[src/rtl/cobra_ctrl_pkg.sv]
// Shared types and defaults for the CYBERcobra run/halt/step controller.
// Latency: n/a (types and constants only).
// Backpressure: n/a.
package cobra_ctrl_pkg;

    // Controller states. The encoding is arbitrary. Only the state names
    // carry meaning.
    typedef enum logic [1:0] {
        IDLE  = 2'd0,
        RUN   = 2'd1,
        STEP  = 2'd2,
        BREAK = 2'd3
    } run_state_t;

    // Default program-counter and retired-instruction counter widths.
    localparam int unsigned PC_W_DEF  = 32;
    localparam int unsigned CNT_W_DEF = 32;

    // The core is considered halted in IDLE and BREAK.
    function automatic logic is_halted_state(input run_state_t s);
        return (s == IDLE) || (s == BREAK);
    endfunction

endpackage

[src/rtl/cobra_edge_det.sv]
// One-flop rising-edge detector for a signal already synchronous to clk_i.
// Latency: rise_o is combinational from d_i (same cycle as the low->high change).
// Backpressure: none; a level held high produces a single one-cycle pulse.
//
// Ports:
//   clk_i  - clock
//   rst_i  - asynchronous active-high reset (history flop clears to 0)
//   d_i    - input level
//   rise_o - d_i & ~(d_i delayed by one cycle)
module cobra_edge_det (
    input  logic clk_i,
    input  logic rst_i,
    input  logic d_i,
    output logic rise_o
);

    logic d_q;
    logic d_d;

    always_comb begin
        d_d = d_i;
    end

    always_ff @(posedge clk_i or posedge rst_i) begin
        if (rst_i) begin
            d_q <= 1'b0;
        end else begin
            d_q <= d_d;
        end
    end

    assign rise_o = d_i & ~d_q;

endmodule

[src/rtl/cobra_run_ctrl.sv]
// Run/halt/single-step controller producing the CYBERcobra core advance enable.
// Latency: en_o is combinational from state, pc_i and bp_*; halted_o/brk_o/instr_cnt_o are registered.
// Backpressure: none; a breakpoint drops en_o in the matching cycle, so the core stalls on that PC.
//
// Ports:
//   clk_i, rst_i  - core clock, asynchronous active-high reset
//   run_i         - free-run request level
//   step_i        - debounced step button; each rising edge executes one instruction
//   bp_en_i       - breakpoint enable
//   bp_addr_i     - breakpoint instruction address
//   pc_i          - PC of the instruction the core executes when en_o=1
//   clr_i         - synchronous clear of instr_cnt_o (wins over an increment)
//   en_o          - core advance enable for this cycle
//   halted_o      - 1 in IDLE and BREAK
//   brk_o         - 1 in BREAK
//   instr_cnt_o   - number of cycles with en_o=1, modulo 2^CNT_W
module cobra_run_ctrl
    import cobra_ctrl_pkg::*;
#(
    parameter int unsigned PC_W  = PC_W_DEF,
    parameter int unsigned CNT_W = CNT_W_DEF
) (
    input  logic             clk_i,
    input  logic             rst_i,
    input  logic             run_i,
    input  logic             step_i,
    input  logic             bp_en_i,
    input  logic [PC_W-1:0]  bp_addr_i,
    input  logic [PC_W-1:0]  pc_i,
    input  logic             clr_i,
    output logic             en_o,
    output logic             halted_o,
    output logic             brk_o,
    output logic [CNT_W-1:0] instr_cnt_o
);

    run_state_t       state_q,  state_d;
    logic             skip_q,   skip_d;
    logic             halted_q, halted_d;
    logic             brk_q,    brk_d;
    logic [CNT_W-1:0] cnt_q,    cnt_d;

    logic step_rise;
    logic bp_hit;
    logic en;

    cobra_edge_det u_step_edge (
        .clk_i  (clk_i),
        .rst_i  (rst_i),
        .d_i    (step_i),
        .rise_o (step_rise)
    );

    // skip_q masks the breakpoint for the first executed instruction after
    // leaving a halted state. Without it, resuming at the breakpoint PC
    // would trap again immediately.
    assign bp_hit = bp_en_i & (pc_i == bp_addr_i) & ~skip_q;

    // A breakpoint stops execution in the same cycle, so the instruction at
    // the breakpoint address is not executed.
    assign en = ((state_q == RUN) & ~bp_hit) | (state_q == STEP);

    always_comb begin
        state_d = state_q;
        unique case (state_q)
            IDLE: begin
                if (step_rise) begin
                    state_d = STEP;
                end else if (run_i) begin
                    state_d = RUN;
                end
            end
            RUN: begin
                // Dropping run_i takes priority over a breakpoint match.
                if (!run_i) begin
                    state_d = IDLE;
                end else if (bp_hit) begin
                    state_d = BREAK;
                end
            end
            STEP: begin
                state_d = IDLE;
            end
            BREAK: begin
                // Leaving BREAK for free-run needs run_i to drop first
                // (BREAK -> IDLE -> RUN).
                if (step_rise) begin
                    state_d = STEP;
                end else if (!run_i) begin
                    state_d = IDLE;
                end
            end
            default: begin
                state_d = IDLE;
            end
        endcase
    end

    always_comb begin
        skip_d = skip_q;
        if (en) begin
            skip_d = 1'b0;
        end else if (is_halted_state(state_q) && (state_d != state_q)) begin
            skip_d = 1'b1;
        end
    end

    always_comb begin
        cnt_d = cnt_q;
        if (clr_i) begin
            cnt_d = '0;
        end else if (en) begin
            cnt_d = cnt_q + CNT_W'(1);
        end
    end

    // Status outputs are decoded from the next state and registered. They
    // therefore track the state register exactly, with no glitches.
    always_comb begin
        halted_d = is_halted_state(state_d);
        brk_d    = (state_d == BREAK);
    end

    always_ff @(posedge clk_i or posedge rst_i) begin
        if (rst_i) begin
            state_q  <= IDLE;
            skip_q   <= 1'b0;
            halted_q <= 1'b1;
            brk_q    <= 1'b0;
            cnt_q    <= '0;
        end else begin
            state_q  <= state_d;
            skip_q   <= skip_d;
            halted_q <= halted_d;
            brk_q    <= brk_d;
            cnt_q    <= cnt_d;
        end
    end

    assign en_o        = en;
    assign halted_o    = halted_q;
    assign brk_o       = brk_q;
    assign instr_cnt_o = cnt_q;

endmodule

[config.mk]
export PLATFORM = sky130hd
export DESIGN_NAME = cobra_run_ctrl
export DESIGN_NICKNAME = d
export VERILOG_FILES = /design/src/rtl/cobra_ctrl_pkg.sv /design/src/rtl/cobra_edge_det.sv /design/src/rtl/cobra_run_ctrl.sv
export SDC_FILE = /design/constraint.sdc
export NUM_CORES = 1
export LEC_CHECK = 0
export BUFFER_PORTS_ARGS = -buffer_cell sky130_fd_sc_hd__buf_2
export CORE_UTILIZATION = 50
export DETAILED_ROUTE_END_ITERATION = 6
export PLACE_DENSITY = 0.81
export SLEW_MARGIN = 20
export SYNTH_ARGS = -nofsm -noshare
export SYNTH_HDL_FRONTEND = slang
export SYNTH_SLANG_ARGS = --single-unit
[constraint.sdc]
create_clock -name clk_i -period 3.7 [get_ports clk_i]
set_clock_uncertainty 0.2 [all_clocks]
set_input_delay 0 -clock clk_i [delete_from_list [all_inputs] [get_ports clk_i]]
set_output_delay 0 -clock clk_i [all_outputs]
set_load 0.01 [all_outputs]
==> metrics <==
status=complete, no violations; Setup Fix Bufs, Post-CTS=0; Worst-Margin Slew=1.017 ns; Max-Cap Viols=0; vias per inst=5.403; Crit. End Element=flip-flop; CTS sink count=38; minimum clock period=2.586 ns; Core Region=5473 um2; number of global-route vias before repair=2525; I/O Pins=105; Fillers=484; hold_ws=0.09484 ns; Peak VDD IR=0.2427 mV; Startpoint Class=flip-flop; largest family of logic cells by synthesized area=simple AND/OR/NAND/NOR gates; final wirelength=6517 um; die height=77.19 um; row count=27; EDFF count, synth=0; Unique masters post-synth=40; crit-path cells=inv_1 > ha_1 > inv_1 > a2111oi_0 > mux2_2; share of layout cells above drive strength 1=0.3671; routed len/inst=13.41 um; min-delay src=bp_en_i; syn nets=389; post-synth top area cell=dfrtp_1; Post-Synth Simple-Gate Area=0.2346; Worst Setup SP=state_q[0]; most used cell, CP=inv_1; CTS buffer count=5; Post-Synthesis Cells=313; Initial Util=0.5165; fin. max-slew vios=0; routed via count=2626; Pleak=1.679 nW; FMAX=386.6 MHz; met1 WL=2939 um; Die X=77.19 um; DP Area=3366 um2; RSZ-0062 raised after global routing=no; post-route cell area=3506 um2; ant diodes=0; clock-pin slew on the worst setup and hold paths=0.07 ns; pwr dens=358.3 nW/um2; detailed placer's ending HPWL=4701 um; Synth top area share=0.3276; relative slew slack=0.3218; ys flop type=dfrtp_1; Crit Path Class=flip-flop to flip-flop; GPL Wtd Cong=0.7685; Synth top cells by count=nor2_1 (47), dfrtp_1 (37), xor2_1 (31); RR Startpoint=state_q[0]; CTS tree=yes; Design Power=1.256 mW; Synth Area in Compound Gates=0.1301; Avg Synthesized Cell Area=9.030 um2; post-synthesis xor/xnor area fraction=0.09916; DRT iter0 DRCs=171; CTS Buffer Depth=2; Final ANT Viol Nets=0; Port Buffers=104; post-synthesis adder-cell area fraction=0.02656; antenna violations before repair=0; synth warn=0; H-tree level count=2; met3 WL post-DR=284 um; Min-Delay Path Class=input pin to flip-flop; sequential area share after synthesis=0.3369; area grow syn2layout=24.04%; first-pass GRT wire length=11230 um; FFs w/ async S/R, synth=1.000; crit-path max FO=31; Post-Syn Area=2826 um2; post-synthesis mux area share=0.1195; CTS Hold Buffers Added=3; post-CTS sizing=0; router iterations before antenna repair=4; largest net degree at the start of global routing=64; Top Layer Used=met4; Final setup violation count=0; most frequent cell after synthesis=nor2_1; Sum Neg Setup Slack=0 ns; Crit path largest cell delay=0.64 ns; CTS root buf=clkbuf_8; Core Util, Final=0.6406; die area=5958 um2; Final Hold Fails=0; largest cells by area after synthesis=dfrtp_1 (33%), mux2_2 (12%), xor2_1 (9.6%); Crit path required time=3.68 ns; WL met2=3263 um; Tcrit/Tclk final=0.6990; Worst path slowest cell=a2111oi_0; clock latency on the worst-skew pair=0.30 ns; register-to-register setup slack=1.11 ns; GRT Total Usage=0.2311; Overflow after GRT=0; Seq cells post-synth=38; CP arrival=2.57 ns; drt drc=0; Final #Nets=489
critical path: cells and delay by family, from the launching register on:
family                     cells  cell delay [ns]
adders and majority gates      1             0.23
AOI/OAI and AO/OA              1             0.64
buffers and inverters          2             0.55
muxes                          1             0.39
DFF                            1             0.46
logic make-up (layout without fill, tap and decap cells):
family,Yosys count,count (layout)
AOI/OAI and AO/OA,47,47
xor gates and xnor gates,32,32
adders and majority gates,6,6
buffers and inverters,33,134
DFF,38,38
muxes,30,30
and+or+nand+nor,127,127
power breakdown:
part           total (mW)  switching [mW]  leakage, nW  internal, mW
Combinational       0.433           0.262         1.10         0.171
Clock               0.337           0.149       0.0575         0.188
Sequential          0.486          0.0356        0.521         0.451
metal layers:
layer | GRT usage | up-vias
li1 | - | 1306
met1 | 0.2977 | 1244
met2 | 0.3965 | 72
met3 | 0.04524 | 4
met4 | 0.05472 | 0
met5 | 0 | -
state kept, by name, summed over array words and instances, names as in the netlist:
name             flops
brk_o                1
halted_o             1
instr_cnt_o         32
u_step_edge.d_q      1
state_q              2
skip_q               1
final timing paths:
path,to,cells past startpoint
max in group asynchronous,halted_o,4
worst min-delay path,skip_q,5
worst max register to register,instr_cnt_o[14],5
min in group asynchronous,instr_cnt_o[2],4
worst max-delay path,instr_cnt_o[14],5
worst min register to register,skip_q,2
metrics by stage:
stage	setup WS, ns	std cells
2_1_floorplan	1.377	313
5_1_grt	0.9094	486
3_3_place_gp	1.305	475
6_report	1.114	486
3_5_place_dp	1.203	475
4_1_cts	1.176	486
placed cells by master, fill, tap and decap left out, types with 2 or more instances in the layout:
master	netlist	final
o21ai_0	2	2
nand4_1	8	8
a21oi_1	4	4
xor2_1	31	31
ha_1	6	6
nand3_1	9	9
a2111oi_0	9	9
inv_1	16	16
mux2_2	30	30
o22ai_1	3	3
dlygate4sd3_1	0	3
dfrtp_1	37	37
o211ai_1	2	2
nor4_1	7	7
nand2b_1	3	3
nor2_1	47	47
buf_4	0	2
nor2b_1	25	25
a211oi_1	19	19
nand2_1	16	16
buf_2	0	104
nor3_1	2	2
and3_1	3	3
a31oi_1	2	2
clkbuf_8	0	8
layout make-up:
type | instances | area, um2 | area share
sequential | 38 | 952.2 | 0.2716
tap | 72 | 90.09 | 0.02570
timing repair buffer | 109 | 565.5 | 0.1613
multi-input combinational | 242 | 1724 | 0.4918
inverter | 17 | 63.81 | 0.01820
clock buffer | 8 | 110.1 | 0.03141
(Power assumes the default switching activity.)
